[src/rtl/vga_rect_fill.sv]
// Rectangle-fill engine: accepts one clipped rectangle command and streams
// its pixels in raster order, one per clock, to the VGA pixel port.
module vga_rect_fill #(
  parameter int unsigned SCREEN_W = 160,
  parameter int unsigned SCREEN_H = 120
) (
  input  logic       CLOCK_50,
  input  logic       resetn,
  input  logic       cmd_valid,
  output logic       cmd_ready,
  input  logic [7:0] cmd_x0,
  input  logic [6:0] cmd_y0,
  input  logic [7:0] cmd_w,
  input  logic [6:0] cmd_h,
  input  logic [2:0] cmd_color,
  output logic [7:0] VGA_X,
  output logic [6:0] VGA_Y,
  output logic [2:0] VGA_COLOR,
  output logic       plot,
  output logic       done
);

  localparam logic [8:0] X_LIM = 9'(SCREEN_W);
  localparam logic [8:0] Y_LIM = 9'(SCREEN_H);
  localparam logic [8:0] X_MAX = 9'(SCREEN_W - 1);
  localparam logic [8:0] Y_MAX = 9'(SCREEN_H - 1);

  typedef enum logic [1:0] {S_IDLE, S_DRAW, S_EMPTY} state_t;

  state_t     state;
  logic [7:0] x0_q;
  logic [7:0] x_end_q;
  logic [6:0] y_end_q;

  logic [8:0] x_sum_c;
  logic [8:0] y_sum_c;
  logic [7:0] x_end_c;
  logic [6:0] y_end_c;
  logic       empty_c;
  logic       accept_c;
  logic       row_end_c;
  logic       last_c;
  logic [7:0] x_next_c;
  logic [6:0] y_next_c;
  logic       next_last_c;

  // Clip at accept with 9-bit sums; the cursor itself is the output register.
  always_comb begin
    x_sum_c     = {1'b0, cmd_x0} + {1'b0, cmd_w} - 9'd1;
    y_sum_c     = {2'b0, cmd_y0} + {2'b0, cmd_h} - 9'd1;
    x_end_c     = (x_sum_c > X_MAX) ? X_MAX[7:0] : x_sum_c[7:0];
    y_end_c     = (y_sum_c > Y_MAX) ? Y_MAX[6:0] : y_sum_c[6:0];
    empty_c     = (cmd_w == 8'd0) || (cmd_h == 7'd0) ||
                  ({1'b0, cmd_x0} >= X_LIM) || ({2'b0, cmd_y0} >= Y_LIM);
    accept_c    = cmd_valid && cmd_ready;
    row_end_c   = (VGA_X == x_end_q);
    last_c      = row_end_c && (VGA_Y == y_end_q);
    x_next_c    = row_end_c ? x0_q : VGA_X + 8'd1;
    y_next_c    = row_end_c ? VGA_Y + 7'd1 : VGA_Y;
    next_last_c = (x_next_c == x_end_q) && (y_next_c == y_end_q);
  end

  always_ff @(posedge CLOCK_50 or negedge resetn) begin
    if (!resetn) begin
      state     <= S_IDLE;
      cmd_ready <= 1'b1;
      x0_q      <= '0;
      x_end_q   <= '0;
      y_end_q   <= '0;
      VGA_X     <= '0;
      VGA_Y     <= '0;
      VGA_COLOR <= '0;
      plot      <= 1'b0;
      done      <= 1'b0;
    end else begin
      case (state)
        S_IDLE: begin
          if (accept_c) begin
            cmd_ready <= 1'b0;
            if (empty_c) begin
              state <= S_EMPTY;
              done  <= 1'b1;
            end else begin
              state     <= S_DRAW;
              x0_q      <= cmd_x0;
              x_end_q   <= x_end_c;
              y_end_q   <= y_end_c;
              VGA_X     <= cmd_x0;
              VGA_Y     <= cmd_y0;
              VGA_COLOR <= cmd_color;
              plot      <= 1'b1;
              done      <= (x_end_c == cmd_x0) && (y_end_c == cmd_y0);
            end
          end
        end
        S_DRAW: begin
          if (last_c) begin
            state     <= S_IDLE;
            cmd_ready <= 1'b1;
            plot      <= 1'b0;
            done      <= 1'b0;
          end else begin
            VGA_X <= x_next_c;
            VGA_Y <= y_next_c;
            done  <= next_last_c;
          end
        end
        S_EMPTY: begin
          state     <= S_IDLE;
          cmd_ready <= 1'b1;
          done      <= 1'b0;
        end
        default: begin
          state     <= S_IDLE;
          cmd_ready <= 1'b1;
          plot      <= 1'b0;
          done      <= 1'b0;
        end
      endcase
    end
  end

endmodule

[config.mk]
export PLATFORM = sky130hd
export DESIGN_NAME = vga_rect_fill
export DESIGN_NICKNAME = d
export VERILOG_FILES = /design/src/rtl/vga_rect_fill.sv
export SDC_FILE = /design/constraint.sdc
export NUM_CORES = 1
export LEC_CHECK = 0
export BUFFER_PORTS_ARGS = -buffer_cell sky130_fd_sc_hd__buf_4
export CAP_MARGIN = 10
export CORE_MARGIN = 2
export CORE_UTILIZATION = 59
export DETAILED_ROUTE_END_ITERATION = 8
export PLACE_DENSITY = 0.86
export SLEW_MARGIN = 20
export SYNTH_ARGS = -nofsm -noshare
export SYNTH_HDL_FRONTEND = slang
export SYNTH_SLANG_ARGS = --single-unit
[constraint.sdc]
create_clock -name CLOCK_50 -period 2.59 [get_ports CLOCK_50]
set_clock_uncertainty 0.15 [all_clocks]
set_input_delay 0.3885 -clock CLOCK_50 [delete_from_list [all_inputs] [get_ports CLOCK_50]]
set_output_delay 0.3885 -clock CLOCK_50 [all_outputs]
set_load 0.05 [all_outputs]
# Yosys cells after proc, flatten, opt, wreduce, memory -nomap -nowiden
# Cells that the tools add are included.
# Widths: inputs -> output; s select.
# word_totals
reg_bits	46
input_bits	36
output_inout_bits	21
wordCells	76
# op_classes
add_sub_neg	6
order_cmp	4
n_eq_ne	12
muxes	27
bitwise	2
reduce_logical	15
# ops
cell	n
$mux 8	5
$mux 7	5
$eq 8x8->1	3
$eq 7x7->1	3
$pmux 8 s2	1
$pmux 7 s2	1
$add 8x8->9	1
$gt 9x7->1 const B	1
$gt 9x8->1 const B	1
$sub 8x1->9 const B	1
$sub 9x1->9 const B	1
$add 7x7->8	1
$add 8x1->8 const B	1
$ge 8x8->1 const B	1
$logic_not 8->1	1
$mux 1	8
$ne 2x2->1 const B	4
$reduce_and 4->1	2
$add 7x1->7 const B	1
$ge 7x7->1 const B	1
$logic_not 7->1	1
$mux 2	3
$logic_and 1x1->1	4
$pmux 1 s2	2
other kinds (10)	13

# Longest topological paths before layout
# depth
ltp_word	9
mapped_depth	14

# Worst setup path before layout
# OpenSTA, ideal clock, no wires.
# synth_path
kind	input to register
startpoint	in cmd_x0[1]
endpoint	reg done
t_arrival_ns	2.918
required_ns	2.336
slack_ns	-0.582
path_stages	14
cell_sequence	inv_1 > ha_1 > inv_1 > ha_1 > fa_1 > a211oi_1 > o21bai_1 > a21oi_1 > xor2_1 > o21ai_1 > clkbuf_1 > mux2i_1 > a31oi_1 > o41ai_2
# synth_between
elab_chain_cells	9
elab_cells_between_ends	12
classes_between	add/sub (2); order compare (2); eq/ne (1); mux (4); reduce/logical (3)
# synth_rtl
item	line	source
start: declaration	11	input logic [7:0] cmd_x0,
$add 8x8->9	49	x_sum_c = {1'b0, cmd_x0} + {1'b0, cmd_w} - 9'd1;
$sub 9x1->9	49	
$gt 9x8->1	51	x_end_c = (x_sum_c > X_MAX) ? X_MAX[7:0] : x_sum_c[7:0];
$mux 8	51	
$eq 8x8->1	92	done <= (x_end_c == cmd_x0) && (y_end_c == cmd_y0);
$logic_and 1x1->1	92	
$mux 1 (*)	80	if (empty_c) begin
$mux 1 (*)	78	if (accept_c) begin
$pmux 1 s2 (*)	76	case (state)
end signal: assignment	92	
end signal: assignment	105	done <= next_last_c;
end: declaration	20	output logic done
# Every way passes the cells marked *; elsewhere a longest branch is shown, timed or not. The select of a mux whose other input is x is not followed.
# A chain may end at the register's enable or synchronous reset.

# Worst setup path in the final report
# layout_path
startpoint	in cmd_y0[1]
endpoint	reg done
# layout_between
elab_chain_cells	9
elab_cells_between_ends	11
classes_between	add/sub (2); order compare (2); eq/ne (1); mux (4); reduce/logical (2)
# layout_rtl
item	line	source
start: declaration	12	input logic [6:0] cmd_y0,
$add 7x7->8	50	y_sum_c = {2'b0, cmd_y0} + {2'b0, cmd_h} - 9'd1;
$sub 8x1->9	50	
$gt 9x7->1	52	y_end_c = (y_sum_c > Y_MAX) ? Y_MAX[6:0] : y_sum_c[6:0];
$mux 7	52	
$eq 7x7->1	92	
$logic_and 1x1->1	92	
$mux 1 (*)	80	
$mux 1 (*)	78	
$pmux 1 s2 (*)	76	
# Marked as above.

==> flow_metrics.tcl <==
set metrics [dict create \
    ys_ff_latch 46 \
    yosys-mux-area-fraction 0.0172 \
    num_vias 5138 \
    yosys.cell_types.count 66 \
    io_buffers 56 \
    cts_tree "built" \
    cts_buffer_depth 2 \
    maxSlewViolCount 0 \
    endpoint_kind "flip-flop" \
    grt_max_degree 47 \
    final_common_cell "buf_4" \
    grt_pass1_vias 4637 \
    period_share 1.20 \
    antenna_cells 0 \
    synth-simple-area-share 0.216 \
    critPathKind "input port to flip-flop" \
    io_pins 57 \
    period_needed_ns 3.12 \
    final.setup.tns_ns -1.66 \
    viasPerCell 6.64 \
    hpwl_mm 10.5 \
    vdd_drop_max_uv 322 \
    synth_xor_area_frac 0.0904 \
    final_nets 761 \
    fmax_ghz 0.321 \
    synth_nets 592 \
    synth_compound_area_frac 0.213 \
    ys_seq_area_frac 0.282 \
    violations "setup timing" \
    p_per_area_nw_per_um2 867 \
    drt_wl_total_mm 16.8 \
    setup_viol 12 \
    worst_pin_slew_ns 0.603 \
    first_iter_violations 703 \
    final_cell_mix "buf_4, nand2_1, inv_1, dfrtp_1, nor2_1" \
    core-area_um2 6760 \
    place.gp.congestion 0.967 \
    cp-start-kind "input port" \
    insertion_delay_ns 0.32 \
    rows 30 \
    syn_area_um2 4090 \
    worstPathRequired_ns 2.65 \
    initial_utilization 0.605 \
    first_pass_iters 7 \
    drive_gt1_frac 0.366 \
    worstPathArrival_ns 3.18 \
    die_h_um 87.2 \
    synth_edf_count 0 \
    drt_drc_violations_left 0 \
    async_reset_ff_frac 1.00 \
    dominantRegCellSynth "dfrtp_1" \
    antenna_found_initial 0 \
    dp.cells 749 \
    clkTransAtPathRegs_ns 0.09 \
    synthAdderAreaFrac 0.102 \
    syn_to_final_growth_pct 45.6 \
    hold_viol 0 \
    relSlewSlack 0.598 \
    worst_slack_ns -0.527 \
    chipWidth_um 87.2 \
    postRouteAntennaNets 0 \
    crit_fanout 3 \
    track_usage 0.396 \
    fp.dieArea_um2 7610 \
    overflow 0 \
    status "complete, but fails checks" \
    avgSynthCellArea_um2 7.80 \
    routedWlPerCell_um 21.7 \
    max_cap_viol_count 0 \
    htreeDepth 2 \
    yosysWarnings 0 \
    cts_sinks 46 \
    grt_pass1_wl_mm 23.2 \
    stdcell_count 774 \
    cts_made_buffers 5 \
    ctsRootBufferMaster "clkbuf_8" \
    synth_top_family_by_area "simple AND/OR/NAND/NOR gates" \
    post-route-cell-area_um2 5950 \
    nFillCells 309 \
    whs_ns 0.155 \
    rsz0062_at_grt "true" \
    power.leakage_uw 0.00288 \
    dpl_worst_slack_ns -0.756 \
    placed_cell_area_um2 5480 \
    synthCells 524 \
    hold_class "input port to flip-flop" \
]
-- critical path, cell delays in order --
cell and delay (ns):
buf_12 0.09, inv_12 0.03, ha_4 0.27, inv_2 0.06, ha_4 0.16, fa_2 0.41, a211oi_4 0.36, or2_1 0.23
buf_4 0.14, xnor2_1 0.13, nor2_2 0.08, xnor2_1 0.15, o211ai_1 0.12, a2111o_1 0.37, o41ai_2 0.19
-- cell usage after synthesis, types with 2 or more instances --
cell	instances	area, um^2
nand2_1	73	274
inv_1	66	248
dfrtp_1	45	1130
nor2_1	36	135
a21oi_1	34	170
o21ai_0	31	155
ha_1	30	375
xnor2_1	29	254
clkbuf_1	15	56.3
nand3_1	15	75.1
nor3_1	10	50.1
xor2_1	10	87.6
a211oi_1	9	67.6
nand4_1	8	50.1
a31oi_1	7	43.8
mux2i_1	7	70.1
nor4_1	7	43.8
a21o_1	6	45.0
nand2b_1	6	37.5
o22ai_1	6	37.5
or3_1	5	31.3
and3_1	4	25.0
nor2b_1	4	25.0
o211ai_1	4	30.0
a2bb2oi_1	3	26.3
and4_1	3	26.3
buf_2	3	15.0
a2111o_1	2	22.5
a22oi_1	2	15.0
and2_1	2	12.5
fa_1	2	40.0
o2111ai_1	2	17.5
o21ai_1	2	10.0
o221ai_1	2	17.5
o22a_1	2	17.5
or2_2	2	12.5
-- final timing paths --
path | from | end | slack [ns] | cells after the start
min in group asynchronous | resetn | x_end_q[4] | 0.47 | 2
max in group asynchronous | resetn | VGA_X[2] | 1.36 | 2
min | cmd_color[1] | VGA_COLOR[1] | 0.15 | 3
min reg2reg | VGA_COLOR[2] | VGA_COLOR[2] | 0.38 | 2
max | cmd_y0[1] | done | -0.53 | 15
max reg2reg | x_end_q[7] | done | 0.04 | 11
-- area by class of cell --
type,instances,area [um^2],area share
multi-input combinational,392,2900,0.487
sequential,46,1150,0.194
clock inverter,1,7.51,0.00126
inverter,67,287,0.0482
clock buffer,7,76.3,0.0128
timing repair buffer,181,1430,0.240
tap,80,100,0.0168
-- routing by layer --
layer  vias to the layer above  GRT usage  wire [um]
li1                       2163          -          -
met1                      2354      0.509       6100
met2                       489      0.659       7680
met3                       132     0.0550       1870
met4                         0      0.182       1180
met5                         -          0          0
-- registers in the layout, summed over array words and instances, names as in the netlist --
register and flops:
VGA_COLOR 3, VGA_Y 7, x_end_q 8, plot 1, y_end_q 7, state 2
done 1, cmd_ready 1, x0_q 8, VGA_X 8
-- what timing repair did --
item                                    CTS  global route
setup buffers                             7             9
hold endpoints to repair                 45             0
pin swaps                                22            20
endpoints found under the setup margin    4            24
hold buffers                              1             0
cloned                                    0             0
gates resized for setup                  30            22
-- report_power, final --
group / switching [uW] / internal (uW)
combinational: 2010 / 1490
sequential: 276 / 932
clock: 260 / 192
total: 2540 / 2610
-- cell families after synthesis --
| group | Yosys count |
|---|---|
| xor gates and xnor gates | 40 |
| buffers and inverters | 86 |
| adders and majority gates | 32 |
| AOI/OAI and AO/OA | 129 |
| and+or+nand+nor | 184 |
| DFF | 46 |
| muxes | 7 |
-- metrics by stage --
stage,util,total power [uW]
2_1_floorplan,-,3080
3_3_place_gp,0.812,4120
3_5_place_dp,0.812,4230
4_1_cts,0.852,4790
5_1_grt,0.880,5380
6_report,0.880,5160
Note: power is estimated with default switching activity, not from simulation.
